===== config.mk =====
export PLATFORM = sky130hd
export DESIGN_NAME = core_regfile_sb_flat
export DESIGN_NICKNAME = d
export VERILOG_FILES = /design/src/rtl/core_regfile_sb_pkg.sv /design/src/rtl/core_regfile_sb_if.sv /design/src/rtl/core_regfile_sb_scoreboard.sv /design/src/rtl/core_regfile_sb.sv /design/src/flat_wrapper.sv
export SDC_FILE = /design/constraint.sdc
export NUM_CORES = 2
export LEC_CHECK = 0
export CAP_MARGIN = 5
export CORE_ASPECT_RATIO = 0.5
export CORE_MARGIN = 1.5
export CORE_UTILIZATION = 55
export DETAILED_ROUTE_END_ITERATION = 6
export PLACE_DENSITY = 0.83
export SLEW_MARGIN = 15
export SYNTH_ARGS = -nofsm -noshare
export SYNTH_HDL_FRONTEND = slang
export SYNTH_SLANG_ARGS = --single-unit

===== constraint.sdc =====
create_clock -name clk -period 88.3 [get_ports clk]
set_clock_uncertainty 0.2 [all_clocks]
set_input_delay 8.83 -clock clk [delete_from_list [all_inputs] [get_ports clk]]
set_output_delay 8.83 -clock clk [all_outputs]
set_load 0.1 [all_outputs]

===== src/rtl/core_regfile_sb_pkg.sv =====
// Shared types for the register file / scoreboard slice.
//   DEF_*      : default geometry (32 x 32-bit registers)
//   reg_index_t: register index at the default geometry
//   word_t     : register word at XLEN=32
//   sb_cmd_e   : per-register pending-counter update for one cycle
package core_regfile_sb_pkg;

   localparam int unsigned DEF_XLEN     = 32;
   localparam int unsigned DEF_NUM_REGS = 32;
   localparam int unsigned DEF_IDX_W    = $clog2(DEF_NUM_REGS);

   typedef logic [DEF_IDX_W-1:0] reg_index_t;
   typedef logic [DEF_XLEN-1:0]  word_t;

   typedef enum logic [1:0] {
      SB_NOP,
      SB_ALLOC,
      SB_RETIRE,
      SB_BOTH
   } sb_cmd_e;

   // Collapse the accepted-alloc / commit hits for one register into a command.
   function automatic sb_cmd_e sb_cmd_f(input logic alloc_hit, input logic wr_hit);
      sb_cmd_e cmd;
      case ({alloc_hit, wr_hit})
         2'b10:   cmd = SB_ALLOC;
         2'b01:   cmd = SB_RETIRE;
         2'b11:   cmd = SB_BOTH;
         default: cmd = SB_NOP;
      endcase
      return cmd;
   endfunction

endpackage


===== src/rtl/core_regfile_sb_if.sv =====
// Decode/writeback bundle of the register file.
//   rd_idx/rd_data/rd_busy       : NUM_RD_PORTS combinational read ports (flattened)
//   alloc_valid/alloc_idx/ready  : destination claim from decode
//   wr_valid/wr_idx/wr_data      : commit from writeback
//   flush                        : squash all in-flight allocations
//   sb_err                       : sticky scoreboard protocol error
// master = pipeline side, slave = register file.
interface core_regfile_sb_if #(
   parameter int unsigned XLEN         = 32,
   parameter int unsigned NUM_REGS     = 32,
   parameter int unsigned NUM_RD_PORTS = 2,
   parameter int unsigned IDX_W        = $clog2(NUM_REGS)
);

   logic [NUM_RD_PORTS*IDX_W-1:0] rd_idx;
   logic [NUM_RD_PORTS*XLEN-1:0]  rd_data;
   logic [NUM_RD_PORTS-1:0]       rd_busy;
   logic                          alloc_valid;
   logic [IDX_W-1:0]              alloc_idx;
   logic                          alloc_ready;
   logic                          wr_valid;
   logic [IDX_W-1:0]              wr_idx;
   logic [XLEN-1:0]               wr_data;
   logic                          flush;
   logic                          sb_err;

   modport master (
      output rd_idx, alloc_valid, alloc_idx, wr_valid, wr_idx, wr_data, flush,
      input  rd_data, rd_busy, alloc_ready, sb_err
   );

   modport slave (
      input  rd_idx, alloc_valid, alloc_idx, wr_valid, wr_idx, wr_data, flush,
      output rd_data, rd_busy, alloc_ready, sb_err
   );

endinterface


===== src/rtl/core_regfile_sb_scoreboard.sv =====
// Per-register pending-write counters.
//   clk, rst                 : clock, async active-high reset
//   alloc_valid/alloc_idx    : destination claim
//   wr_valid/wr_idx          : commit
//   flush                    : clear all counters
//   rd_idx                   : read indices (flattened, one per port)
//   alloc_ready              : alloc_idx counter not saturated (or index 0)
//   sb_err                   : sticky protocol error
//   rd_busy                  : per port, pending != 0
//   rd_busy_multi            : per port, pending > 1 (busy once a same-cycle commit retires one)
module core_regfile_sb_scoreboard
   import core_regfile_sb_pkg::*;
#(
   parameter int unsigned NUM_REGS     = DEF_NUM_REGS,
   parameter int unsigned NUM_RD_PORTS = 2,
   parameter int unsigned PEND_W       = 2,
   parameter int unsigned IDX_W        = $clog2(NUM_REGS)
) (
   input  logic                          clk,
   input  logic                          rst,
   input  logic                          alloc_valid,
   input  logic [IDX_W-1:0]              alloc_idx,
   input  logic                          wr_valid,
   input  logic [IDX_W-1:0]              wr_idx,
   input  logic                          flush,
   input  logic [NUM_RD_PORTS*IDX_W-1:0] rd_idx,
   output logic                          alloc_ready,
   output logic                          sb_err,
   output logic [NUM_RD_PORTS-1:0]       rd_busy,
   output logic [NUM_RD_PORTS-1:0]       rd_busy_multi
);

   localparam logic [PEND_W-1:0] PEND_MAX = '1;
   localparam logic [PEND_W-1:0] PEND_ONE = PEND_W'(1);

   logic [PEND_W-1:0] pending [NUM_REGS];
   sb_cmd_e           cmd     [NUM_REGS];
   logic              err_set;

   // Readiness looks only at the registered count, never at a same-cycle
   // commit, so there is no path from wr_* to alloc_ready.
   always_comb begin
      alloc_ready = (alloc_idx == '0) || (pending[alloc_idx] != PEND_MAX);
   end

   always_comb begin
      for (int unsigned r = 0; r < NUM_REGS; r++) begin
         cmd[r] = sb_cmd_f(alloc_valid && alloc_ready && (alloc_idx == IDX_W'(r)) && (r != 0),
                           wr_valid && (wr_idx == IDX_W'(r)) && (r != 0));
      end
      // A commit is only an error when it would actually underflow: a same-cycle
      // accepted alloc to the same register cancels it out.
      err_set = (!flush && alloc_valid && !alloc_ready) ||
                ((cmd[wr_idx] == SB_RETIRE) && (pending[wr_idx] == '0));
   end

   always_ff @(posedge clk or posedge rst) begin
      if (rst) begin
         for (int unsigned r = 0; r < NUM_REGS; r++) begin
            pending[r] <= '0;
         end
         sb_err <= 1'b0;
      end else begin
         sb_err <= sb_err | err_set;
         for (int unsigned r = 0; r < NUM_REGS; r++) begin
            if (flush) begin
               pending[r] <= '0;
            end else begin
               case (cmd[r])
                  SB_ALLOC:  pending[r] <= pending[r] + PEND_ONE;
                  SB_RETIRE: if (pending[r] != '0) pending[r] <= pending[r] - PEND_ONE;
                  default:   pending[r] <= pending[r];
               endcase
            end
         end
      end
   end

   always_comb begin
      rd_busy       = '0;
      rd_busy_multi = '0;
      for (int unsigned p = 0; p < NUM_RD_PORTS; p++) begin
         rd_busy[p]       = pending[rd_idx[p*IDX_W +: IDX_W]] != '0;
         rd_busy_multi[p] = pending[rd_idx[p*IDX_W +: IDX_W]] > PEND_ONE;
      end
   end

endmodule


===== src/rtl/core_regfile_sb.sv =====
// Integer register file with integrated write scoreboard.
//   clk, rst : clock, async active-high reset
//   bus      : slave side of core_regfile_sb_if (read ports, alloc, commit, flush, sb_err)
// Index 0 reads as zero and is never busy. With BYPASS=1 a same-cycle commit
// is forwarded to matching read ports and busy reflects the post-commit count.
module core_regfile_sb
   import core_regfile_sb_pkg::*;
#(
   parameter int unsigned XLEN         = DEF_XLEN,
   parameter int unsigned NUM_REGS     = DEF_NUM_REGS,
   parameter int unsigned NUM_RD_PORTS = 2,
   parameter int unsigned PEND_W       = 2,
   parameter int unsigned BYPASS       = 1
) (
   input  logic              clk,
   input  logic              rst,
   core_regfile_sb_if.slave  bus
);

   localparam int unsigned IDX_W = $clog2(NUM_REGS);

   logic [XLEN-1:0]         regs [NUM_REGS];
   logic [NUM_RD_PORTS-1:0] sb_busy;
   logic [NUM_RD_PORTS-1:0] sb_busy_multi;

   core_regfile_sb_scoreboard #(
      .NUM_REGS     (NUM_REGS),
      .NUM_RD_PORTS (NUM_RD_PORTS),
      .PEND_W       (PEND_W),
      .IDX_W        (IDX_W)
   ) u_scoreboard (
      .clk           (clk),
      .rst           (rst),
      .alloc_valid   (bus.alloc_valid),
      .alloc_idx     (bus.alloc_idx),
      .wr_valid      (bus.wr_valid),
      .wr_idx        (bus.wr_idx),
      .flush         (bus.flush),
      .rd_idx        (bus.rd_idx),
      .alloc_ready   (bus.alloc_ready),
      .sb_err        (bus.sb_err),
      .rd_busy       (sb_busy),
      .rd_busy_multi (sb_busy_multi)
   );

   // Data write is independent of flush and of the scoreboard state.
   always_ff @(posedge clk or posedge rst) begin
      if (rst) begin
         for (int unsigned r = 0; r < NUM_REGS; r++) begin
            regs[r] <= '0;
         end
      end else if (bus.wr_valid && (bus.wr_idx != '0)) begin
         regs[bus.wr_idx] <= bus.wr_data;
      end
   end

   always_comb begin
      logic [IDX_W-1:0] idx;
      logic             hit;
      bus.rd_data = '0;
      bus.rd_busy = '0;
      for (int unsigned p = 0; p < NUM_RD_PORTS; p++) begin
         idx = bus.rd_idx[p*IDX_W +: IDX_W];
         hit = (BYPASS != 0) && bus.wr_valid && (bus.wr_idx == idx) && (idx != '0);
         if (idx == '0) begin
            bus.rd_data[p*XLEN +: XLEN] = '0;
            bus.rd_busy[p]              = 1'b0;
         end else if (hit) begin
            bus.rd_data[p*XLEN +: XLEN] = bus.wr_data;
            bus.rd_busy[p]              = sb_busy_multi[p];
         end else begin
            bus.rd_data[p*XLEN +: XLEN] = regs[idx];
            bus.rd_busy[p]              = sb_busy[p];
         end
      end
   end

endmodule

===== src/flat_wrapper.sv =====
// flat-port wrapper written by rule: the top's interface ports become plain ports
module core_regfile_sb_flat import core_regfile_sb_pkg::*;
#(
   parameter int unsigned XLEN         = DEF_XLEN,
   parameter int unsigned NUM_REGS     = DEF_NUM_REGS,
   parameter int unsigned NUM_RD_PORTS = 2,
   parameter int unsigned PEND_W       = 2,
   parameter int unsigned BYPASS       = 1
)
  (clk, rst, bus_rd_idx, bus_alloc_valid, bus_alloc_idx, bus_wr_valid, bus_wr_idx, bus_wr_data, bus_flush, bus_rd_data, bus_rd_busy, bus_alloc_ready, bus_sb_err);
  core_regfile_sb_if #(.XLEN(XLEN), .NUM_REGS(NUM_REGS), .NUM_RD_PORTS(NUM_RD_PORTS)) bus_i ();
  input  logic clk;
  input  logic rst;
  input wire logic [$bits(bus_i.rd_idx)-1:0] bus_rd_idx;
  input wire logic [$bits(bus_i.alloc_valid)-1:0] bus_alloc_valid;
  input wire logic [$bits(bus_i.alloc_idx)-1:0] bus_alloc_idx;
  input wire logic [$bits(bus_i.wr_valid)-1:0] bus_wr_valid;
  input wire logic [$bits(bus_i.wr_idx)-1:0] bus_wr_idx;
  input wire logic [$bits(bus_i.wr_data)-1:0] bus_wr_data;
  input wire logic [$bits(bus_i.flush)-1:0] bus_flush;
  output wire logic [$bits(bus_i.rd_data)-1:0] bus_rd_data;
  output wire logic [$bits(bus_i.rd_busy)-1:0] bus_rd_busy;
  output wire logic [$bits(bus_i.alloc_ready)-1:0] bus_alloc_ready;
  output wire logic [$bits(bus_i.sb_err)-1:0] bus_sb_err;
  assign bus_i.rd_idx = bus_rd_idx;
  assign bus_i.alloc_valid = bus_alloc_valid;
  assign bus_i.alloc_idx = bus_alloc_idx;
  assign bus_i.wr_valid = bus_wr_valid;
  assign bus_i.wr_idx = bus_wr_idx;
  assign bus_i.wr_data = bus_wr_data;
  assign bus_i.flush = bus_flush;
  assign bus_rd_data = bus_i.rd_data;
  assign bus_rd_busy = bus_i.rd_busy;
  assign bus_alloc_ready = bus_i.alloc_ready;
  assign bus_sb_err = bus_i.sb_err;
  core_regfile_sb #(.XLEN(XLEN), .NUM_REGS(NUM_REGS), .NUM_RD_PORTS(NUM_RD_PORTS), .PEND_W(PEND_W), .BYPASS(BYPASS)) u_core (.clk(clk), .rst(rst), .bus(bus_i));
endmodule

### Yosys cells after proc, flatten, opt, wreduce, memory -nomap -nowiden

Index checks and enable logic that the tools add are counted.

| storage, ports and cells | value |
|---|---|
| output and inout port bits | 68 |
| bits in registers | 1087 |
| bits in latches | 0 |
| memory bits (writable) | 0 |
| bits of input ports | 57 |
| bits in read-only memories | 0 |
| memories | 0 |

| operators by class | value |
|---|---|
| multiply operators | 0 |
| bitwise gates (word level) | 5 |
| div/mod/pow operators | 0 |
| equal/unequal tests | 252 |
| $lt $le $gt $ge | 7 |
| add/subtract/negate cells | 62 |
| shift-type cells | 0 |
| mux-type cells | 156 |
| reduce and logical (&&, ||, !) cells | 178 |

Operators by type and width:

| cell | count |
|---|---|
| $bwmux W1024 | 1 |
| $bmux W32 S5 | 2 |
| $mux W32 | 9 |
| $eq A2 B2 Y1 const B | 94 |
| $pmux W2 S3 | 31 |
| $demux W32 S5 | 1 |
| $eq A5 B5 Y1 const B | 32 |
| $mux W2 | 72 |
| $eq A2 B1 Y1 const B | 62 |
| $pmux W2 S2 | 31 |
| $ne A3 B3 Y1 const B | 31 |
| $reduce_bool A3 Y1 | 31 |
| $eq A5 B4 Y1 const B | 16 |
| $logic_and A1 B1 Y1 | 72 |
| $reduce_bool A2 Y1 | 33 |
| $add A2 B1 Y2 const B | 31 |
| $reduce_and A2 Y1 | 31 |
| $sub A2 B1 Y2 const B | 31 |
| $bmux W2 S5 | 5 |
| $eq A5 B3 Y1 const B | 8 |
| $ge A6 B6 Y1 const B | 4 |
| $not A5 Y6 | 4 |
| $eq A5 B2 Y1 const B | 4 |
| $logic_not A5 Y1 | 3 |
| other kinds (11) | 21 |

### Logic depth before layout (Yosys ltp)

| logic depth | value |
|---|---|
| word-level depth | 17 |
| gate-level depth with buffers | 11 |
| depth with buffers taken out | 7 |

### Hierarchy

Synthesis repeated with hierarchy kept, for this count alone.

| unflattened totals | value |
|---|---|
| cells, all modules | 5014 |
| area total of the unflattened synthesis | 62781.5 um2 |

Modules (own cells, without submodules):

| module | cells an instance | area an instance (um2) | sequential area each (um2) | times used |
|---|---|---|---|---|
| core_regfile_sb | 4329 | 56625.6 | 25624.6 | 1 |
| core_regfile_sb_scoreboard | 685 | 6155.9 | 1576.5 | 1 |

### Least setup slack after synthesis

OpenSTA, ideal clock, no wires.

| timing | value |
|---|---|
| path type | in2out |
| start | input bus_rd_idx[1] |
| end | output bus_rd_data[13] |
| required time | 79.270 ns |
| buffers on the path | 4 |
| slack | 66.495 ns |
| stages | 9 |
| arrival time | 12.775 ns |
| cell sequence | clkbuf_1 > or4_1 > nor2_1 > or4_1 > buf_2 > buf_4 > clkbuf_1 > nor2_1 > a211oi_1 |

| on the way | value |
|---|---|
| word-level cells in the longest chain between the ends | 6 |

RTL lines:

| item | line | text |
|---|---|---|
| from (decl) | flat_wrapper.sv:14 | `input wire logic [$bits(bus_i.rd_idx)-1:0] bus_rd_idx;` |
| $not A5 Y6 (implied by the code) | core_regfile_sb.sv:72 | `bus.rd_data[p*XLEN +: XLEN] = regs[idx];` |
| $bmux W32 S5 | core_regfile_sb.sv:72 |  |
| $mux W32 (implied by the code) (2 in a row) | core_regfile_sb.sv:72 |  |
| $mux W32 | core_regfile_sb.sv:68 | `end else if (hit) begin` |
| $mux W32 * | core_regfile_sb.sv:65 | `if (idx == '0) begin` |
| to (decl) | flat_wrapper.sv:21 | `output wire logic [$bits(bus_i.rd_data)-1:0] bus_rd_data;` |

Mark *: on every way between the ends. The rest lies on a longest branch, timed or not. The select of a mux whose other input is x is not followed.

### Final worst setup path

| timing | value |
|---|---|
| start | input bus_rd_idx[6] |
| end | output bus_rd_data[51] |

Same word-level chain as after synthesis.

==> metrics.log <==
[metrics] proportion of synthesized flip-flops having asynchronous set or reset: 100%
[metrics] result of the run: complete, but fails checks
[metrics] synthesized instance count: 4270
[metrics] part of the power in the clock network: 31.3%
[metrics] final weighted congestion of routability-driven global placement: 0.942
[metrics] routed wire length per instance: 30.8 um
[metrics] ratio of cells with drive above 1 in the final layout: 44.1%
[metrics] nets in the synthesized netlist: 4327
[metrics] total of max-cap violations: 0
[metrics] synthesized area per cell: 14.1 um^2
[metrics] count of unresolved DRC violations after routing: 2
[metrics] total global-route track usage: 31.6%
[metrics] first-pass iteration count of the detailed router: 7
[metrics] Setup Fix Bufs, Post-CTS: 0
[metrics] Tightest Pin Transition: 1.27 ns
[metrics] sequential cell fraction of total power: 44.0%
[metrics] worst path cell trace: buf_8 > buf_4 > buf_4 > mux4_2 > mux4_2 > mux2i_1 > a211oi_1 > clkdlybuf4s50_1
[metrics] Detail Route Antenna Nets: 0
[metrics] starting density of the core: 55.7%
[metrics] final period demand of the worst path: 22.75 ns
[metrics] Skew-Pair Late Insertion Delay: 0.72 ns
[metrics] startpoint of the most critical setup path: bus_rd_idx[6]
[metrics] number of unique standard cell types used by synthesis: 57
[metrics] initial DRC count: 5029
[metrics] worst stage delay on the critical path: 1.01 ns
[metrics] Slew Viols, Final: 0
[metrics] final std cell area, no fill: 0.0656 mm^2
[metrics] worst flop-to-flop path startpoint: u_core.u_scoreboard.pending[5]
[metrics] buffering stage count on the worst path with inverters included: 4
[metrics] Vert. Die Dim: 237 um
[metrics] hold bufs inserted after CTS: 0
[metrics] cts repair resizes: 0
[metrics] cts bufs inserted: 100
[metrics] clock slew at reported path FFs: 0.07 ns
[metrics] type of the tightest min-delay check: register to register
[metrics] proportion of synthesized chip area in sequential cells: 45.3%
[metrics] antenna violations before repair: 2
[metrics] CTS sink cnt: 1087
[metrics] count of endpoints failing setup in the final report: 0
[metrics] number of storage elements in the synthesis netlist: 1087
[metrics] Finished Layout Cells: 5636
[metrics] die width: 471 um
[metrics] crit path DAT: 13.72 ns
[metrics] filler instances: 7446
[metrics] row cnt: 85
[metrics] GRT Residual Overflow: 0
[metrics] cell internal pwr: 1.04 mW
[metrics] path type of the worst setup path: input pin to output port
[metrics] Gate power share: 24.7%
[metrics] master cell of the clock root buffer: sky130_fd_sc_hd__clkbuf_16
[metrics] top-level I/O count: 125
[metrics] violated checks: DRC
[metrics] worst vdd rail ir drop: 0.0163 mV
[metrics] hold_sp: u_core.regs[1002]
[metrics] relative max-transition margin: 15.3%
[metrics] most instantiated flip-flop cell in the synthesis netlist: sky130_fd_sc_hd__dfrtp_1
[metrics] required time of the worst setup path: 79.27 ns
[metrics] number of placed instances, taps included: 5447
[metrics] wire length of the first global-routing pass: 265 mm
[metrics] number of enable-type register cells in the synthesized netlist: 0
[metrics] Pwr Density: 22.7 mW/mm^2
[metrics] via count: 40860
[metrics] number of buffers on the longest clock path: 3
[metrics] switching power total: 0.450 mW
[metrics] sum of negative setup slack: 0 ns
[metrics] Cell Area, Synth: 0.0601 mm^2
[metrics] Final Hold Violating Endpoints: 0
[metrics] net total in the final layout: 4171
[metrics] period utilization: 25.8%
[metrics] H-tree depth: 3
[metrics] count of synthesis-stage warnings from yosys: 0
[metrics] half-perimeter wire length after detailed placement: 94.9 mm
[metrics] master of the slowest instance on the critical path: sky130_fd_sc_hd__clkdlybuf4s50_1
[metrics] post-synthesis to final-layout area growth: 9.21%
[metrics] average via count per standard cell: 7.25
[metrics] net switching share of the total power: 30.3%
[metrics] placeable core area: 0.108 mm^2
[metrics] Max FO, Critical Path: 90
[metrics] unrepaired setup endpoints after global routing: no
[metrics] Worst path top cell family by delay: buffers and inverters
[metrics] die area: 0.111 mm^2
[metrics] # port buffers: 124
[metrics] total routed wirelength: 174 mm
[metrics] startpoint kind of the worst setup timing path: input pin
[metrics] maximum number of pins on one net before global-route repair: 191
[metrics] sort of element at the end of the critical path: output port
[metrics] via count of the first global-routing pass: 42303
[metrics] top achievable clock speed: 44.0 MHz
[metrics] leak pwr: 28.4 nW
[metrics] TritonCTS clock tree: yes
[metrics] cell area after placement: 0.0622 mm^2
==> per-layer routing <==
metal  vias up  share of wire [%]  global-route usage [%]
met5         -             0.0046                   0.213
met4         2                5.9                    16.3
met3       636                 12                    8.71
met2      2865                 46                    48.7
met1     21411                 36                    41.3
li1      15946                  -                       -
==> power groups by stage <==
stage / Sequential, mW / Clock, mW / Combinational (mW)
2_1_floorplan: 0.637 / 0 / 0.296
3_3_place_gp: 0.646 / 0 / 0.355
3_5_place_dp: 0.659 / 0 / 0.366
4_1_cts: 0.651 / 0.467 / 0.369
5_1_grt: 0.663 / 0.487 / 0.387
6_report: 0.655 / 0.466 / 0.368
==> area by class of cell <==
class | count | area, um^2 | area share (%)
Inverter | 3 | 18.8 | 0.0286
Clock buffer | 143 | 2920 | 4.44
Sequential cell | 1087 | 27200 | 41.4
Multi-Input combinational cell | 2720 | 31300 | 47.6
Clock inverter | 44 | 579 | 0.882
Antenna cell | 2 | 5.00 | 0.00762
Timing Repair Buffer | 202 | 1870 | 2.85
Tap cell | 1435 | 1800 | 2.74
==> cells by family after synthesis <==
group                     count (synthesis)  synth area share (%)
muxes                                  1592                  42.5
DFF                                    1087                  45.3
and+or+nand+nor                         823                  5.78
buffers and inverters                   463                  3.07
AOI/OAI and AO/OA                       293                  3.26
xor gates and xnor gates                 12                 0.175
==> synthesized netlist by cell type (all sizes together) (2+ instances only) <==
cell / instances / area (um^2)
a2111oi: 3 / 26.3
a211o: 5 / 43.8
a211oi: 106 / 801
a21oi: 65 / 325
a221oi: 8 / 70.1
a22o: 5 / 43.8
a22oi: 6 / 50.1
a311oi: 8 / 70.1
a32oi: 5 / 43.8
and2: 33 / 206
and3: 5 / 31.3
and3b: 2 / 17.5
buf: 89 / 444
clkbuf: 371 / 1390
dfrtp: 1087 / 27200
inv: 3 / 11.3
mux2: 841 / 9470
mux2i: 69 / 691
mux4: 682 / 15400
nand2: 527 / 1980
nand2b: 12 / 75.1
nand3: 17 / 97.6
nand3b: 3 / 22.5
nand4: 5 / 31.3
nor2: 144 / 543
nor2b: 10 / 62.6
nor3: 24 / 120
nor3b: 5 / 37.5
nor4: 3 / 18.8
nor4b: 4 / 35.0
o211ai: 12 / 90.1
o21a: 5 / 37.5
o21ai: 55 / 275
o21bai: 2 / 15.0
or2: 18 / 113
or3: 4 / 25.0
or4: 4 / 30.0
xnor2: 10 / 87.6
xor2: 2 / 17.5
==> placed cells by master, fill, tap and decap left out, types with 8 or more instances in the layout <==
master                            instances
sky130_fd_sc_hd__mux4_2                 682
sky130_fd_sc_hd__xnor2_1                 10
sky130_fd_sc_hd__o211ai_1                12
sky130_fd_sc_hd__mux2_2                 841
sky130_fd_sc_hd__a211oi_1               105
sky130_fd_sc_hd__bufinv_16               11
sky130_fd_sc_hd__nand2_1                508
sky130_fd_sc_hd__nand2b_1                12
sky130_fd_sc_hd__clkdlybuf4s50_1        104
sky130_fd_sc_hd__nand2_2                 19
sky130_fd_sc_hd__buf_4                   75
sky130_fd_sc_hd__and2_1                  32
sky130_fd_sc_hd__or2_2                   18
sky130_fd_sc_hd__nor3_1                  22
sky130_fd_sc_hd__clkbuf_8                23
sky130_fd_sc_hd__dfrtp_1               1087
sky130_fd_sc_hd__buf_2                   10
sky130_fd_sc_hd__clkbuf_16              101
sky130_fd_sc_hd__mux2i_1                 69
sky130_fd_sc_hd__a221oi_1                 8
sky130_fd_sc_hd__a311oi_1                 8
sky130_fd_sc_hd__clkinv_2                22
sky130_fd_sc_hd__nor2b_1                 10
sky130_fd_sc_hd__o21ai_0                 55
sky130_fd_sc_hd__a21oi_1                 65
sky130_fd_sc_hd__clkbuf_1                19
sky130_fd_sc_hd__nor2_1                 138
==> state kept, by name, summed over array words and instances (netlist names) <==
| name | flops |
|---|---|
| u_core.regs | 1024 |
| u_core.u_scoreboard.pending | 62 |
| u_core.u_scoreboard.sb_err | 1 |
==> path summary, 6_finish.rpt <==
path,to,cells past startpoint,slack [ns]
worst max register to register,u_core.u_scoreboard.pending[16],7,85.23
worst max-delay path,bus_rd_data[51],8,65.55
min in group asynchronous,u_core.regs[391],2,8.43
worst min-delay path,u_core.regs[1002],0,0.20
max in group asynchronous,u_core.regs[42],5,76.43
worst min register to register,u_core.regs[1002],0,0.20
==> worst register-to-register path: stages (launching register included) <==
cell and delay (ns):
sky130_fd_sc_hd__dfrtp_1 0.49, sky130_fd_sc_hd__mux4_2 0.52, sky130_fd_sc_hd__a22oi_1 0.20, sky130_fd_sc_hd__a22o_1 0.25, sky130_fd_sc_hd__nand2_1 0.13, sky130_fd_sc_hd__nor2_1 0.66, sky130_fd_sc_hd__a221oi_1 0.22, sky130_fd_sc_hd__a311oi_1 0.31
==> per-stage QoR <==
step | power (mW) | setup slack, ns | utilization (%) | hold slack [ns]
global placement | 1.00 | 65.65 | 57.6 | 0.176
finish | 1.49 | 65.55 | 60.8 | 0.197
CTS | 1.49 | 65.65 | 60.8 | 0.198
global route | 1.54 | 65.52 | 60.8 | 0.211
floorplan | 0.934 | 48.67 | - | 0.241
detailed placement | 1.02 | 65.67 | 57.6 | 0.184
No activity file was read; power rests on OpenSTA's default activity.
